$ cat src/rtl/mxu_tile_sequencer_if.sv
`timescale 1ns/1ps
`default_nettype none
// ============================================================================
//  Module   : mxu_tile_sequencer_if
//  Purpose  : Command, scratch-memory and systolic-array bundle between the
//             tile sequencer (master) and its host/memory/array (slave).
//  Revision : 1.0 - initial release
// ============================================================================
interface mxu_tile_sequencer_if #(
    parameter int NUM_SIZE  = 16,
    parameter int GRID_SIZE = 2,
    parameter int ADDR_LEN  = 5
);
    // command handshake
    logic                                      cmd_valid;
    logic                                      cmd_ready;
    logic [ADDR_LEN-1:0]                       cmd_a_addr;
    logic [ADDR_LEN-1:0]                       cmd_b_addr;
    logic [ADDR_LEN-1:0]                       cmd_c_addr;
    logic                                      cmd_accumulate;
    // scratch memory
    logic [ADDR_LEN-1:0]                       mem_rd_addr;
    logic [NUM_SIZE-1:0]                       mem_rd_data;
    logic                                      mem_wr_en;
    logic [ADDR_LEN-1:0]                       mem_wr_addr;
    logic [NUM_SIZE-1:0]                       mem_wr_data;
    // systolic array
    logic                                      mxu_ce;
    logic                                      mxu_clear;
    logic [GRID_SIZE*NUM_SIZE-1:0]             west_input;
    logic [GRID_SIZE*NUM_SIZE-1:0]             north_input;
    logic [GRID_SIZE*GRID_SIZE*NUM_SIZE-1:0]   mxu_result;
    // status
    logic                                      busy;
    logic                                      done;
    logic                                      err;

    modport master (
        input  cmd_valid, cmd_a_addr, cmd_b_addr, cmd_c_addr, cmd_accumulate,
        input  mem_rd_data, mxu_result,
        output cmd_ready, mem_rd_addr, mem_wr_en, mem_wr_addr, mem_wr_data,
        output mxu_ce, mxu_clear, west_input, north_input,
        output busy, done, err
    );

    modport slave (
        output cmd_valid, cmd_a_addr, cmd_b_addr, cmd_c_addr, cmd_accumulate,
        output mem_rd_data, mxu_result,
        input  cmd_ready, mem_rd_addr, mem_wr_en, mem_wr_addr, mem_wr_data,
        input  mxu_ce, mxu_clear, west_input, north_input,
        input  busy, done, err
    );
endinterface
`default_nettype wire

$ cat src/rtl/mxu_tile_sequencer.sv
`timescale 1ns/1ps
`default_nettype none
// ============================================================================
//  Module   : mxu_tile_sequencer
//  Purpose  : Loads A/B tiles from scratch memory, feeds them skewed into an
//             N x N systolic array, and writes C (optionally C += A*B) back
//             row-major, with base-address range checking.
//  Revision : 1.0 - initial release
// ============================================================================
module mxu_tile_sequencer #(
    parameter int NUM_SIZE      = 16,
    parameter int GRID_SIZE     = 2,
    parameter int ADDR_LEN      = 5,
    parameter int SETTLE_CYCLES = 2
) (
    input  logic                 clk,
    input  logic                 rst,
    mxu_tile_sequencer_if.master bus
);
    localparam int c_nn       = GRID_SIZE * GRID_SIZE;
    localparam int c_load_len = 2 * c_nn;
    localparam int c_feed_len = 2 * GRID_SIZE - 1;
    localparam int c_cnt_w    = $clog2(c_load_len + c_feed_len + SETTLE_CYCLES + 1);

    localparam logic [ADDR_LEN:0] c_span     = (ADDR_LEN+1)'(c_nn - 1);
    localparam logic [ADDR_LEN:0] c_addr_max = {1'b0, {ADDR_LEN{1'b1}}};

    localparam logic [2:0] c_st_idle   = 3'd0;
    localparam logic [2:0] c_st_load   = 3'd1;
    localparam logic [2:0] c_st_clear  = 3'd2;
    localparam logic [2:0] c_st_feed   = 3'd3;
    localparam logic [2:0] c_st_settle = 3'd4;
    localparam logic [2:0] c_st_write  = 3'd5;
    localparam logic [2:0] c_st_done   = 3'd6;

    logic [2:0]          state_q,  state_d;
    logic [c_cnt_w-1:0]  cnt_q,    cnt_d;
    logic [ADDR_LEN-1:0] a_addr_q, a_addr_d;
    logic [ADDR_LEN-1:0] b_addr_q, b_addr_d;
    logic [ADDR_LEN-1:0] c_addr_q, c_addr_d;
    logic                acc_q,    acc_d;
    logic                err_q,    err_d;
    logic [NUM_SIZE-1:0] a_q [c_nn];
    logic [NUM_SIZE-1:0] a_d [c_nn];
    logic [NUM_SIZE-1:0] b_q [c_nn];
    logic [NUM_SIZE-1:0] b_d [c_nn];

    logic [ADDR_LEN:0]   w_a_end, w_b_end, w_c_end;
    logic                w_range_bad;
    logic [NUM_SIZE-1:0] w_res;

    // Last word touched by each tile, one bit wider so an overrun is visible
    always_comb begin
        w_a_end     = {1'b0, bus.cmd_a_addr} + c_span;
        w_b_end     = {1'b0, bus.cmd_b_addr} + c_span;
        w_c_end     = {1'b0, bus.cmd_c_addr} + c_span;
        w_range_bad = (w_a_end > c_addr_max) || (w_b_end > c_addr_max) ||
                      (w_c_end > c_addr_max);
    end

    // State and command registers
    always_ff @(posedge clk) begin
        if (rst) begin
            state_q  <= c_st_idle;
            cnt_q    <= '0;
            a_addr_q <= '0;
            b_addr_q <= '0;
            c_addr_q <= '0;
            acc_q    <= 1'b0;
            err_q    <= 1'b0;
        end else begin
            state_q  <= state_d;
            cnt_q    <= cnt_d;
            a_addr_q <= a_addr_d;
            b_addr_q <= b_addr_d;
            c_addr_q <= c_addr_d;
            acc_q    <= acc_d;
            err_q    <= err_d;
        end
    end

    // Tile storage: pure datapath, only meaningful after a full LOAD
    always_ff @(posedge clk) begin
        a_q <= a_d;
        b_q <= b_d;
    end

    // Next state, phase counter, command latch and sticky error
    always_comb begin
        state_d  = state_q;
        cnt_d    = cnt_q;
        a_addr_d = a_addr_q;
        b_addr_d = b_addr_q;
        c_addr_d = c_addr_q;
        acc_d    = acc_q;
        err_d    = err_q;
        case (state_q)
            c_st_idle: begin
                if (bus.cmd_valid) begin
                    a_addr_d = bus.cmd_a_addr;
                    b_addr_d = bus.cmd_b_addr;
                    c_addr_d = bus.cmd_c_addr;
                    acc_d    = bus.cmd_accumulate;
                    err_d    = w_range_bad;
                    cnt_d    = '0;
                    state_d  = w_range_bad ? c_st_done : c_st_load;
                end
            end
            c_st_load: begin
                if (cnt_q == c_cnt_w'(c_load_len - 1)) begin
                    cnt_d   = '0;
                    state_d = c_st_clear;
                end else begin
                    cnt_d = cnt_q + 1'b1;
                end
            end
            c_st_clear: begin
                cnt_d   = '0;
                state_d = c_st_feed;
            end
            c_st_feed: begin
                if (cnt_q == c_cnt_w'(c_feed_len - 1)) begin
                    cnt_d   = '0;
                    state_d = (SETTLE_CYCLES > 0) ? c_st_settle : c_st_write;
                end else begin
                    cnt_d = cnt_q + 1'b1;
                end
            end
            c_st_settle: begin
                if (cnt_q == c_cnt_w'(SETTLE_CYCLES - 1)) begin
                    cnt_d   = '0;
                    state_d = c_st_write;
                end else begin
                    cnt_d = cnt_q + 1'b1;
                end
            end
            c_st_write: begin
                if (cnt_q == c_cnt_w'(c_nn - 1)) begin
                    cnt_d   = '0;
                    state_d = c_st_done;
                end else begin
                    cnt_d = cnt_q + 1'b1;
                end
            end
            c_st_done: state_d = c_st_idle;
            default: begin
                cnt_d   = '0;
                state_d = c_st_idle;
            end
        endcase
    end

    // Capture A during the first half of LOAD and B during the second half
    always_comb begin
        a_d = a_q;
        b_d = b_q;
        if (state_q == c_st_load) begin
            if (int'(cnt_q) < c_nn) a_d[int'(cnt_q)]        = bus.mem_rd_data;
            else                    b_d[int'(cnt_q) - c_nn] = bus.mem_rd_data;
        end
    end

    // Per-state outputs; feeds are the diagonal skew of A rows and B columns
    always_comb begin
        int lag;
        lag             = 0;
        w_res           = '0;
        bus.cmd_ready   = (state_q == c_st_idle);
        bus.busy        = (state_q != c_st_idle);
        bus.done        = (state_q == c_st_done);
        bus.err         = err_q;
        bus.mem_rd_addr = '0;
        bus.mem_wr_en   = 1'b0;
        bus.mem_wr_addr = '0;
        bus.mem_wr_data = '0;
        bus.mxu_ce      = 1'b0;
        bus.mxu_clear   = 1'b0;
        bus.west_input  = '0;
        bus.north_input = '0;
        case (state_q)
            c_st_load: begin
                if (int'(cnt_q) < c_nn) bus.mem_rd_addr = a_addr_q + ADDR_LEN'(cnt_q);
                else bus.mem_rd_addr = b_addr_q + ADDR_LEN'(int'(cnt_q) - c_nn);
            end
            c_st_clear: bus.mxu_clear = 1'b1;
            c_st_feed: begin
                bus.mxu_ce = 1'b1;
                for (int i = 0; i < GRID_SIZE; i++) begin
                    lag = int'(cnt_q) - i;
                    if (lag >= 0 && lag < GRID_SIZE) begin
                        bus.west_input[i*NUM_SIZE +: NUM_SIZE]  = a_q[i*GRID_SIZE + lag];
                        bus.north_input[i*NUM_SIZE +: NUM_SIZE] = b_q[lag*GRID_SIZE + i];
                    end
                end
            end
            c_st_settle: bus.mxu_ce = 1'b1;
            c_st_write: begin
                // A reset asserted mid-write suppresses the in-flight write
                bus.mem_wr_en   = !rst;
                bus.mem_wr_addr = c_addr_q + ADDR_LEN'(cnt_q);
                w_res           = bus.mxu_result[int'(cnt_q)*NUM_SIZE +: NUM_SIZE];
                if (acc_q) begin
                    bus.mem_rd_addr = bus.mem_wr_addr;
                    bus.mem_wr_data = w_res + bus.mem_rd_data;
                end else begin
                    bus.mem_wr_data = w_res;
                end
            end
            default: ;
        endcase
    end
endmodule
`default_nettype wire

$ cat src/flat_wrapper.sv
// flat-port wrapper written by rule: the top's interface ports become plain ports
module mxu_tile_sequencer_flat 
#(
    parameter int NUM_SIZE      = 16,
    parameter int GRID_SIZE     = 2,
    parameter int ADDR_LEN      = 5,
    parameter int SETTLE_CYCLES = 2
)
  (clk, rst, bus_cmd_valid, bus_cmd_a_addr, bus_cmd_b_addr, bus_cmd_c_addr, bus_cmd_accumulate, bus_mem_rd_data, bus_mxu_result, bus_cmd_ready, bus_mem_rd_addr, bus_mem_wr_en, bus_mem_wr_addr, bus_mem_wr_data, bus_mxu_ce, bus_mxu_clear, bus_west_input, bus_north_input, bus_busy, bus_done, bus_err);
  mxu_tile_sequencer_if #(.NUM_SIZE(NUM_SIZE), .GRID_SIZE(GRID_SIZE), .ADDR_LEN(ADDR_LEN)) bus_i ();
  input  logic clk;
  input  logic rst;
  input wire logic [$bits(bus_i.cmd_valid)-1:0] bus_cmd_valid;
  input wire logic [$bits(bus_i.cmd_a_addr)-1:0] bus_cmd_a_addr;
  input wire logic [$bits(bus_i.cmd_b_addr)-1:0] bus_cmd_b_addr;
  input wire logic [$bits(bus_i.cmd_c_addr)-1:0] bus_cmd_c_addr;
  input wire logic [$bits(bus_i.cmd_accumulate)-1:0] bus_cmd_accumulate;
  input wire logic [$bits(bus_i.mem_rd_data)-1:0] bus_mem_rd_data;
  input wire logic [$bits(bus_i.mxu_result)-1:0] bus_mxu_result;
  output wire logic [$bits(bus_i.cmd_ready)-1:0] bus_cmd_ready;
  output wire logic [$bits(bus_i.mem_rd_addr)-1:0] bus_mem_rd_addr;
  output wire logic [$bits(bus_i.mem_wr_en)-1:0] bus_mem_wr_en;
  output wire logic [$bits(bus_i.mem_wr_addr)-1:0] bus_mem_wr_addr;
  output wire logic [$bits(bus_i.mem_wr_data)-1:0] bus_mem_wr_data;
  output wire logic [$bits(bus_i.mxu_ce)-1:0] bus_mxu_ce;
  output wire logic [$bits(bus_i.mxu_clear)-1:0] bus_mxu_clear;
  output wire logic [$bits(bus_i.west_input)-1:0] bus_west_input;
  output wire logic [$bits(bus_i.north_input)-1:0] bus_north_input;
  output wire logic [$bits(bus_i.busy)-1:0] bus_busy;
  output wire logic [$bits(bus_i.done)-1:0] bus_done;
  output wire logic [$bits(bus_i.err)-1:0] bus_err;
  assign bus_i.cmd_valid = bus_cmd_valid;
  assign bus_i.cmd_a_addr = bus_cmd_a_addr;
  assign bus_i.cmd_b_addr = bus_cmd_b_addr;
  assign bus_i.cmd_c_addr = bus_cmd_c_addr;
  assign bus_i.cmd_accumulate = bus_cmd_accumulate;
  assign bus_i.mem_rd_data = bus_mem_rd_data;
  assign bus_i.mxu_result = bus_mxu_result;
  assign bus_cmd_ready = bus_i.cmd_ready;
  assign bus_mem_rd_addr = bus_i.mem_rd_addr;
  assign bus_mem_wr_en = bus_i.mem_wr_en;
  assign bus_mem_wr_addr = bus_i.mem_wr_addr;
  assign bus_mem_wr_data = bus_i.mem_wr_data;
  assign bus_mxu_ce = bus_i.mxu_ce;
  assign bus_mxu_clear = bus_i.mxu_clear;
  assign bus_west_input = bus_i.west_input;
  assign bus_north_input = bus_i.north_input;
  assign bus_busy = bus_i.busy;
  assign bus_done = bus_i.done;
  assign bus_err = bus_i.err;
  mxu_tile_sequencer #(.NUM_SIZE(NUM_SIZE), .GRID_SIZE(GRID_SIZE), .ADDR_LEN(ADDR_LEN), .SETTLE_CYCLES(SETTLE_CYCLES)) u_core (.clk(clk), .rst(rst), .bus(bus_i));
endmodule
$ cat config.mk
export PLATFORM = sky130hd
export DESIGN_NAME = mxu_tile_sequencer_flat
export DESIGN_NICKNAME = d
export VERILOG_FILES = /design/src/rtl/mxu_tile_sequencer_if.sv /design/src/rtl/mxu_tile_sequencer.sv /design/src/flat_wrapper.sv
export SDC_FILE = /design/constraint.sdc
export NUM_CORES = 1
export LEC_CHECK = 0
export BUFFER_PORTS_ARGS = -buffer_cell sky130_fd_sc_hd__buf_4
export CORE_MARGIN = 2
export CORE_UTILIZATION = 49
export CTS_CLUSTER_DIAMETER = 80
export DETAILED_ROUTE_END_ITERATION = 8
export GPL_TIMING_DRIVEN = 0
export PLACE_DENSITY = 0.76
export REMOVE_ABC_BUFFERS = 1
export SLEW_MARGIN = 20
export SYNTH_ARGS = -nofsm -noshare
export SYNTH_HDL_FRONTEND = slang
export SYNTH_SLANG_ARGS = --single-unit
$ cat constraint.sdc
create_clock -name clk -period 5.01 [get_ports clk]
set_input_delay 1.002 -clock clk [delete_from_list [all_inputs] [get_ports clk]]
set_output_delay 1.002 -clock clk [all_outputs]
set_load 0.05 [all_outputs]
==> results of run 1 <==
-- synthesized netlist by cell type, types with 5 or more instances --
library cell    n
a21o_1         10
a21oi_1        37
and2_1         22
and3_1          5
buf_1           7
clkbuf_1       30
dfxtp_1        24
edfxtp_1      128
ha_1           29
inv_1          13
mux2i_1        55
mux4_2         32
nand2_1        70
nand2b_1        6
nand3_1        10
nor2_1         92
nor2b_1        18
o2111ai_1       5
o21ai_0        18
xnor2_1        17
xor2_1         12
-- worst max path at each step --
stage	from	slack (ns)	end
after floorplan	u_core.cnt_q[0]	-2.82	bus_mem_wr_data[10]
after global placement	u_core.cnt_q[0]	-4.41	bus_west_input[17]
after detailed placement	u_core.cnt_q[2]	-0.40	bus_mem_wr_data[10]
after CTS	bus_mxu_result[50]	-0.14	bus_mem_wr_data[15]
after global routing	bus_mxu_result[48]	-0.19	bus_mem_wr_data[12]
final	bus_mxu_result[48]	-0.08	bus_mem_wr_data[13]
-- where the power goes --
group / internal [W] / switching, W
registers: 0.00148 / 0.000103
clock network: 0.000839 / 0.000515
logic: 0.000953 / 0.00110
total: 0.00327 / 0.00172
-- through the flow --
stage	total power, W	area [um^2]
2_1_floorplan	0.003032	8154
5_1_grt	0.005235	10980
6_report	0.004991	10980
3_3_place_gp	0.003498	9893
4_1_cts	0.004943	10870
3_5_place_dp	0.003461	9993
-- sequential cells by signal, indices dropped and copies added, names as in the netlist --
name	cells
u_core.state_q	3
u_core.b_addr_q	5
u_core.bus.err	1
u_core.cnt_q	4
u_core.a_addr_q	5
u_core.c_addr_q	5
u_core.a_q	64
u_core.b_q	64
u_core.acc_q	1
-- worst register-to-register path: cells and delay by family, from the launching register on --
family / cells / cell delay, ns
flip-flops: 1 / 0.67
buffers and inverters: 1 / 0.24
AND/OR/NAND/NOR: 2 / 1.33
adder cells (fa/ha/maj): 1 / 0.46
-- what timing repair did --
action | 4_1_cts | 5_1_grt
gates cloned | 1 | 1
endpoints found under the setup margin | 12 | 9
pin swaps | 23 | 25
buffers inserted | 6 | 5
resized for setup | 39 | 12
-- logic make-up after synthesis --
kind of cell               count (synthesis)
AOI/OAI and AO/OA                        103
xor gates and xnor gates                  29
adders and majority gates                 35
buffers and inverters                     54
DFF                                      152
muxes                                     89
and+or+nand+nor                          241
-- layer usage --
metal | up-vias | routed length (um)
li1 | 2961 | -
met1 | 3016 | 9008
met2 | 243 | 10420
met3 | 24 | 1485
met4 | 0 | 385
met5 | - | 0
-- cell type report --
| type | instances | area [um^2] |
|---|---|---|
| clock inverters | 13 | 190.2 |
| inverters | 13 | 48.80 |
| flip-flops and latches | 152 | 4333 |
| fillers | 1272 | 5605 |
| clock buffers | 19 | 432.9 |
| multi-input cells | 498 | 3965 |
| repair buffers | 211 | 1733 |
| well taps | 220 | 275.3 |
==> metrics.md, run 1 <==
| Metric | Value |
|---|---|
| Post-synth EDFFs | 128 |
| WP buf/inv | 4 |
| Critical path arrival | 4.09 ns |
| Placed insts | 1082 |
| WHS | 0.4623 ns |
| CTS tree | yes |
| Synth Register Bits | 152 |
| Worst-path clk slew | 0.06 ns |
| Worst setup margin | -0.08115 ns |
| RSZ-0062 raised after global routing | true |
| Status | finished, violations left |
| Layout Nets | 1025 |
| Cells after Synth | 703 |
| Max-cap violations | 0 |
| Largest family of logic cells by synthesized area | multiplexers |
| Slew at the pin with the worst max-slew slack | 1.093 ns |
| Gr ovfl total | 0 |
| Utilization after layout | 66.20% |
| Final wirelength | 21300 um |
| Cell repeated most along the worst path | buf_6 |
| Hold Vio Cnt, Final | 0 |
| Ys Warns | 0 |
| Hold buffer count at CTS | 0 |
| CORE AREA | 16580 um^2 |
| Post-Syn Area per Cell | 11.83 um^2 |
| CTS root buf | clkbuf_16 |
| Worst R2R Start | u_core.cnt_q[2] |
| Post-synthesis xor/xnor area fraction | 3.053% |
| Worst clock skew | 0.007900 ns |
| First-pass DRT Iterations | 5 |
| FP Rows | 47 |
| Largest net degree at the start of global routing | 38 |
| Drt wl/cell | 18.92 um |
| Synth Flop Type | edfxtp_1 |
| Min-Delay Endpoint | u_core.c_addr_q[3] |
| Final setup vio count | 5 |
| Crit-path cells | buf_6, mux4_2, and2_4, ha_4, buf_4, nand3_2, nand2_1, maj3_2, a32oi_4, o21a_2, buf_6, o211ai_4, maj3_2, a21oi_2, mux2i_1, a21o_1, buf_6 |
| Total global-route track usage | 23.81% |
| Final Wtd Congestion | 0.8396 |
| Unique masters post-synth | 53 |
| Worst EP required | 4.01 ns |
| Grt met3 use | 5.745% |
| Vias/cell | 5.545 |
| Pre-CTS setup slack | -0.4014 ns |
| Initial antenna violation count | 0 |
| DRC violations left | 0 |
| Hpwl dp | 14420 um |
| VDD IR max | 0.0002541 V |
| Hold WC Path Type | register to register |
| Min-delay src | u_core.c_addr_q[3] |
| First-pass GRT wire length | 32520 um |
| Failing checks | setup timing |
| Num CTS Buffers | 17 |
| M2 GR Usage | 39.91% |
| I/O pins | 196 |
| Longest Clk Path Bufs | 2 |
| Ant. Diodes | 0 |
| Synth area leader | edfxtp_1 |
| Hold Path Cell Cnt | 2 |
| Critical Path Start Type | input port |
| H-tree levels | 4 |
| Slew Viols, Final | 0 |
| CP Capture Type | output port |
| FMAX | 196.4 MHz |
| DIE HEIGHT | 134.3 um |
| Fin crit share | 101.6% |
| Cell family contributing the most delay on the critical path | adder cells |
| Slowest CP cell | mux4_2 |
| Total number of vias | 6244 |
| CP Depth | 17 |
| Multiplexer share of the synthesized area | 15.55% |
| Final Non-Filler Cells | 1126 |
| Initial core utilization | 50.17% |
| Sum Neg Setup Slack | -0.2002 ns |
| Max incr delay on CP | 0.49 ns |
| Area delta synth->final | 31.96% |
| Share of layout cells above drive strength 1 | 34.88% |
| Synth Area in Compound Gates | 8.091% |
| Maximum fanout along the worst path | 3 |
| Area share of the largest cell type after synthesis | 46.20% |
| Setup CP Type | input port to output port |
| Worst reg-to-reg setup slack | 1.91 ns |
| Capturing point of the worst reg2reg path | u_core.b_q[14] |
| Vias in the first global route | 6053 |
| Total clock sinks | 152 |
| Final min period | 5.091 ns |
| Most frequent cells in the layout | buf_4 (189), edfxtp_1 (128), nor2_1 (91) |
| Final antenna-violating net count | 0 |
| Synthesized area | 8319 um^2 |
| Die area | 18040 um^2 |
| Fraction of registers with async set/reset | 0% |
| Simple-gate portion of the synthesized area | 13.16% |
| Sequential fraction of the synthesis area | 51.98% |
| # port buffers | 195 |
| Pwr dens | 454.7 nW/um^2 |
| Adder-Cell Fraction of Synth Area | 5.595% |
| Die Wd | 134.3 um |
| P_leak | 4.291 nW |
| Slew headroom | 27.16% |
| Synth top area cells | edfxtp_1 (46%), mux4_2 (8.7%), mux2i_1 (6.6%) |
| GRT Max-Usage Layer | met2 |
| DRT iter0 DRCs | 375 |
| GR Layer Usage met1 | 30.81% |
| Clock latency on the worst-skew pair | 0.42 ns |
| Most common cell after layout, fill and taps aside | buf_4 |
| Reg2reg path depth | 4 |
No activity file was read; power rests on OpenSTA's default activity.
==> inputs of run 2 (changes only) <==
clock period = 4.39 ns   (was 5.01 ns; I/O delays follow)
==> metrics.md, run 2 (synthesis gave the netlist of run 1 again) <==
| Metric | Value |
|---|---|
| Worst-path clk slew | 0.06 ns |
| FP Rows | 47 |
| Final setup vio count | 10 |
| Maximum fanout along the worst path | 3 |
| Max-cap violations | 0 |
| Number of fill cells | 1265 |
| Slew Viols, Final | 0 |
| First-pass GRT wire length | 33000 um |
| Total global-route track usage | 24.21% |
| Total clock sinks | 152 |
| DIE HEIGHT | 134.3 um |
| Vias/cell | 5.558 |
| Clk network pwr share | 26.9% |
| Hold Vio Cnt, Final | 0 |
| Cell repeated most along the worst path | buf_6 |
| Sequential Power Share | 31.4% |
| Final antenna-violating net count | 0 |
| Gr ovfl total | 0 |
| First-pass DRT Iterations | 7 |
| WP buf/inv | 3 |
| DRT iter0 DRCs | 368 |
| Area of the multi-input gates | 3973 um^2 |
| Die area | 18040 um^2 |
| Cell family contributing the most delay on the critical path | compound AO/OA/AOI/OAI gates |
| Hold buffer count at CTS | 0 |
| RSZ-0062 raised after global routing | true |
| Max incr delay on CP | 0.46 ns |
| Biggest regs | u_core.a_q (64), u_core.b_q (64) |
| Final Wtd Congestion | 0.8396 |
| Setup CP Type | input port to output port |
| CTS tree | yes |
| Reg area | 4333 um^2 |
| P_leak | 4.319 nW |
| # port buffers | 195 |
| Final min period | 4.813 ns |
| Vias in the first global route | 6166 |
| Internal power | 0.003755 W |
| Pre-CTS setup slack | -0.8974 ns |
| Slowest CP cell | mux4_2 |
| Worst setup margin | -0.4225 ns |
| Initial antenna violation count | 0 |
| Worst clock skew | 0.009594 ns |
| DRC violations left | 0 |
| Ant. Diodes | 0 |
| Worst EP required | 3.51 ns |
| Slew headroom | 26.81% |
| Critical path arrival | 3.93 ns |
| H-tree levels | 4 |
| Total number of vias | 6281 |
| Hpwl dp | 14420 um |
| Num CTS Buffers | 17 |
| Share of layout cells above drive strength 1 | 35.60% |
| Hold WC Path Type | register to register |
| Failing checks | setup timing |
| VDD IR max | 0.0002932 V |
| Combinational power share | 41.7% |
| Final wirelength | 21460 um |
| Pwr dens | 518.1 nW/um^2 |
| Fin crit share | 109.6% |
| I/O pins | 196 |
| CORE AREA | 16580 um^2 |
| Drt wl/cell | 18.99 um |
| FMAX | 207.8 MHz |
| Slew at the pin with the worst max-slew slack | 1.098 ns |
| Most frequent cells in the layout | buf_4 (187), edfxtp_1 (128), nor2_1 (91) |
| Layout Nets | 1029 |
| Clock latency on the worst-skew pair | 0.42 ns |
| Critical Path Start Type | input port |
| Initial core utilization | 50.17% |
| Sw frac | 34.35% |
| Largest net degree at the start of global routing | 38 |
| Status | finished, violations left |
| CP Capture Type | output port |
| Tot Pwr | 0.005719 W |
| CTS root buf | clkbuf_16 |
| Net Sw Power | 0.001964 W |
| Crit-path cells | buf_6, mux4_2, and2_4, ha_4, a21oi_4, nand2_1, maj3_2, a32oi_2, o21a_2, buf_6, o211ai_4, maj3_2, a21oi_2, mux2i_1, a21o_1, buf_6 |
| Die Wd | 134.3 um |
| Longest Clk Path Bufs | 2 |
| Most common cell after layout, fill and taps aside | buf_4 |
| Area delta synth->final | 32.68% |
-- run 2: final timing paths --
path	slack, ns	start	cells past startpoint	end
max	-0.42	bus_mxu_result[50]	16	bus_mem_wr_data[13]
min	0.46	u_core.c_addr_q[3]	2	u_core.c_addr_q[3]
max reg2reg	1.28	u_core.cnt_q[2]	4	u_core.b_q[6]
min reg2reg	0.46	u_core.c_addr_q[3]	2	u_core.c_addr_q[3]
-- run 2: worst reg2reg max path, stage by stage, from the launching register on --
cell and delay [ns]:
dfxtp_1 0.68, inv_1 0.25, ha_1 0.46, nor3b_1 0.41, and2_1 0.92
-- run 2: layout make-up --
type,count,area share [%]
Clock inverter,13,1.723
Tap cell,220,2.494
Sequential cell,152,39.25
Timing Repair Buffer,215,16.18
Multi-Input combinational cell,498,35.99
Clock buffer,19,3.922
Inverter,13,0.4421
-- run 2: stage by stage --
stage / hold WS (ns) / cell area, um^2 / setup TNS, ns / cells / utilization (%)
finish: 0.4635 / 11040 / -2.827 / 1130 / 66.56
global route: 0.4908 / 11040 / -4.075 / 1130 / 66.56
CTS: 0.4634 / 10950 / -3.228 / 1128 / 66.03
detailed placement: 0.4530 / 9993 / -6.423 / 1082 / 60.26
global placement: 0.4500 / 9893 / -510.62 / 1077 / 59.66
floorplan: 0.4346 / 8154 / -190.12 / 662 / -
-- run 2: repair_timing --
action | 4_1_cts | 5_1_grt
gates resized for setup | 48 | 14
hold endpoints to repair | 0 | 0
endpoints found under the setup margin | 43 | 11
pin swaps | 27 | 24
buffers inserted | 12 | 3
gates cloned | 2 | 0
-- run 2: metal layers --
metal / wire, um / GRT usage (%) / vias to the layer above / share of wire (%)
met4: 450 / 8.713 / 0 / 2.1
met3: 1574 / 6.009 / 31 / 7.3
met2: 10510 / 40.45 / 255 / 49
li1: - / - / 2960 / -
met1: 8929 / 30.77 / 3035 / 42
met5: 0 / 0 / - / 0
-- run 2: power groups by stage --
stage / registers [W] / logic (W) / clock network [W]
finish: 0.00180 / 0.00239 / 0.00154
floorplan: 0.00195 / 0.00151 / 0
detailed placement: 0.00188 / 0.00207 / 0
CTS: 0.00179 / 0.00233 / 0.00155
global route: 0.00181 / 0.00256 / 0.00162
global placement: 0.00202 / 0.00197 / 0
==> inputs of run 3 (changes only) <==
--- a/config.mk
+++ b/config.mk
@@ -7,9 +7,9 @@
 export LEC_CHECK = 0
-export BUFFER_PORTS_ARGS = -buffer_cell sky130_fd_sc_hd__buf_4
 export CORE_MARGIN = 2
-export CORE_UTILIZATION = 49
+export CORE_UTILIZATION = 58
 export CTS_CLUSTER_DIAMETER = 80
 export DETAILED_ROUTE_END_ITERATION = 8
+export DONT_BUFFER_PORTS = 1
 export GPL_TIMING_DRIVEN = 0
-export PLACE_DENSITY = 0.76
+export PLACE_DENSITY = 0.75
 export REMOVE_ABC_BUFFERS = 1
==> constraint.sdc (replaced) <==
create_clock -name clk -period 4.39 [get_ports clk]
set_input_delay 0.2195 -clock clk [delete_from_list [all_inputs] [get_ports clk]]
set_output_delay 0.2195 -clock clk [all_outputs]
set_load 0.05 [all_outputs]
==> metrics.md, run 3 (synthesis gave the netlist of run 1 again) <==
| Metric | Value |
|---|---|
| Status | finished clean |
| Maximum fanout along the worst path | 4 |
| Tot Pwr | 0.005287 W |
| Hold Vio Cnt, Final | 0 |
| Final Non-Filler Cells | 918 |
| Net Sw Power | 0.001961 W |
| WHS | 0.1757 ns |
| Total global-route track usage | 27.49% |
| Hold Path Cell Cnt | 3 |
| Longest Clk Path Bufs | 2 |
| CTS root buf | clkbuf_16 |
| Sum Neg Setup Slack | 0 ns |
| # port buffers | 0 |
| Placed insts | 846 |
| Highest Signal Layer | met4 |
| Slew Viols, Final | 0 |
| Share of layout cells above drive strength 1 | 14.91% |
| Clock latency on the worst-skew pair | 0.42 ns |
| P_leak | 3.314 nW |
| Die Wd | 123.8 um |
| Worst reg-to-reg setup slack | 1.40 ns |
| Slew at the pin with the worst max-slew slack | 1.058 ns |
| Wl on met1 | 8338 um |
| WL met3 | 1564 um |
| Fin crit share | 96.20% |
| H-tree levels | 4 |
| FP Rows | 43 |
| CP Capture Type | output port |
| Vias in the first global route | 5673 |
| DRT iter0 DRCs | 415 |
| DRC violations left | 0 |
| Num CTS Buffers | 17 |
| Number of fill cells | 1024 |
| Met2 routed WL | 10070 um |
| Initial antenna violation count | 0 |
| Most frequent cells in the layout | edfxtp_1 (128), nor2_1 (87), nand2_1 (68) |
| Final antenna-violating net count | 0 |
| Area delta synth->final | 14.42% |
| CTS tree | yes |
| Biggest regs | u_core.a_q (64), u_core.b_q (64) |
| Sw frac | 37.09% |
| Setup CP Type | register to output port |
| Critical Path Start Type | register |
| Reg2reg path depth | 7 |
| I/O pins | 196 |
| Final setup vio count | 0 |
| Initial core utilization | 59.70% |
| Largest net degree at the start of global routing | 43 |
| Vias/cell | 6.205 |
| Total number of vias | 5696 |
| Final Wtd Congestion | 0.8498 |
| Most common cell after layout, fill and taps aside | edfxtp_1 |
| Total clock sinks | 152 |
| Clk network pwr share | 26.2% |
| Ant. Diodes | 0 |
| First-pass GRT wire length | 30710 um |
| Layout Nets | 857 |
| Critical path arrival | 4.00 ns |
| Max-cap violations | 0 |
| Final min period | 4.223 ns |
| FMAX | 236.8 MHz |
| Slew headroom | 29.34% |
| CORE AREA | 13930 um^2 |
| VDD IR max | 0.0004669 V |
| Sequential Power Share | 34.3% |
| Gr ovfl total | 0 |
| Worst-path clk slew | 0.06 ns |
| First-pass DRT Iterations | 4 |
| Hold WC Path Type | input port to register |
| Pwr dens | 555.4 nW/um^2 |
| Internal power | 0.003326 W |
| Worst clock skew | 0.008736 ns |
| Combinational power share | 39.5% |
| Die area | 15320 um^2 |
| Hpwl dp | 13030 um |
| Drt wl/cell | 22.34 um |
| Worst EP required | 4.17 ns |
| DIE HEIGHT | 123.8 um |
| Final wirelength | 20510 um |
==> run 3: what timing repair did <==
| action | 4_1_cts | 5_1_grt |
|---|---|---|
| cloned | 1 | 0 |
| resized for setup | 9 | 12 |
| setup buffers | 3 | 3 |
| pin swaps | 3 | 8 |
| hold buffers | 33 | 0 |
| endpoints found under the setup margin | 11 | 13 |
| hold endpoints to repair | 152 | 0 |
==> run 3: worst paths after layout <==
kind                            from                 end
setup / recovery     u_core.cnt_q[0]  bus_mem_wr_data[7]
hold / removal         bus_cmd_valid     u_core.cnt_q[0]
setup reg to reg   u_core.state_q[2]  u_core.a_addr_q[2]
hold reg to reg   u_core.a_addr_q[0]  u_core.a_addr_q[0]
==> run 3: power groups by stage <==
stage	logic [W]	registers, W	clock network, W
global route	0.00227	0.00183	0.00146
detailed placement	0.00193	0.00186	0
floorplan	0.00151	0.00195	0
global placement	0.00178	0.00202	0
CTS	0.00204	0.00181	0.00140
finish	0.00209	0.00181	0.00138
==> run 3: worst max-delay path, stage by stage (launching register included) <==
cell	delay, ns
dfxtp_4	0.37
buf_4	0.11
mux4_2	0.52
nand2_2	0.11
inv_1	0.05
ha_1	0.27
nand3_1	0.08
and2_1	0.17
o22ai_1	0.30
a32oi_4	0.10
o21a_2	0.28
buf_4	0.14
xnor2_1	0.13
nand2_1	0.08
xor2_1	0.17
nor2_1	0.70
==> run 3: layer usage <==
| metal | vias to the layer above | global-route usage (%) |
|---|---|---|
| met3 | 36 | 7.418 |
| met5 | - | 0 |
| li1 | 2625 | - |
| met2 | 258 | 45.50 |
| met4 | 0 | 10.23 |
| met1 | 2777 | 34.86 |
==> run 3: area by class of cell <==
class,count,area (um^2),share of cell area (%)
Timing Repair Buffer,43,456.7,4.798
Sequential cell,152,4334,45.53
Tap cell,180,225.2,2.366
Inverter,13,48.80,0.5126
Multi-Input combinational cell,498,3889,40.85
Clock inverter,14,136.4,1.433
Clock buffer,18,429.2,4.508
==> run 3: per-stage QoR <==
stage                     instance area (um^2)  utilization (%)  worst slack [ns]
final                                     9519            68.31            0.1667
after global routing                      9519            68.31         -0.007610
after CTS                                 9442            67.76          0.001393
after detailed placement                  8479            60.85           -0.1030
after global placement                    8379            60.13            -4.550
after floorplan                           8154                -            -2.660
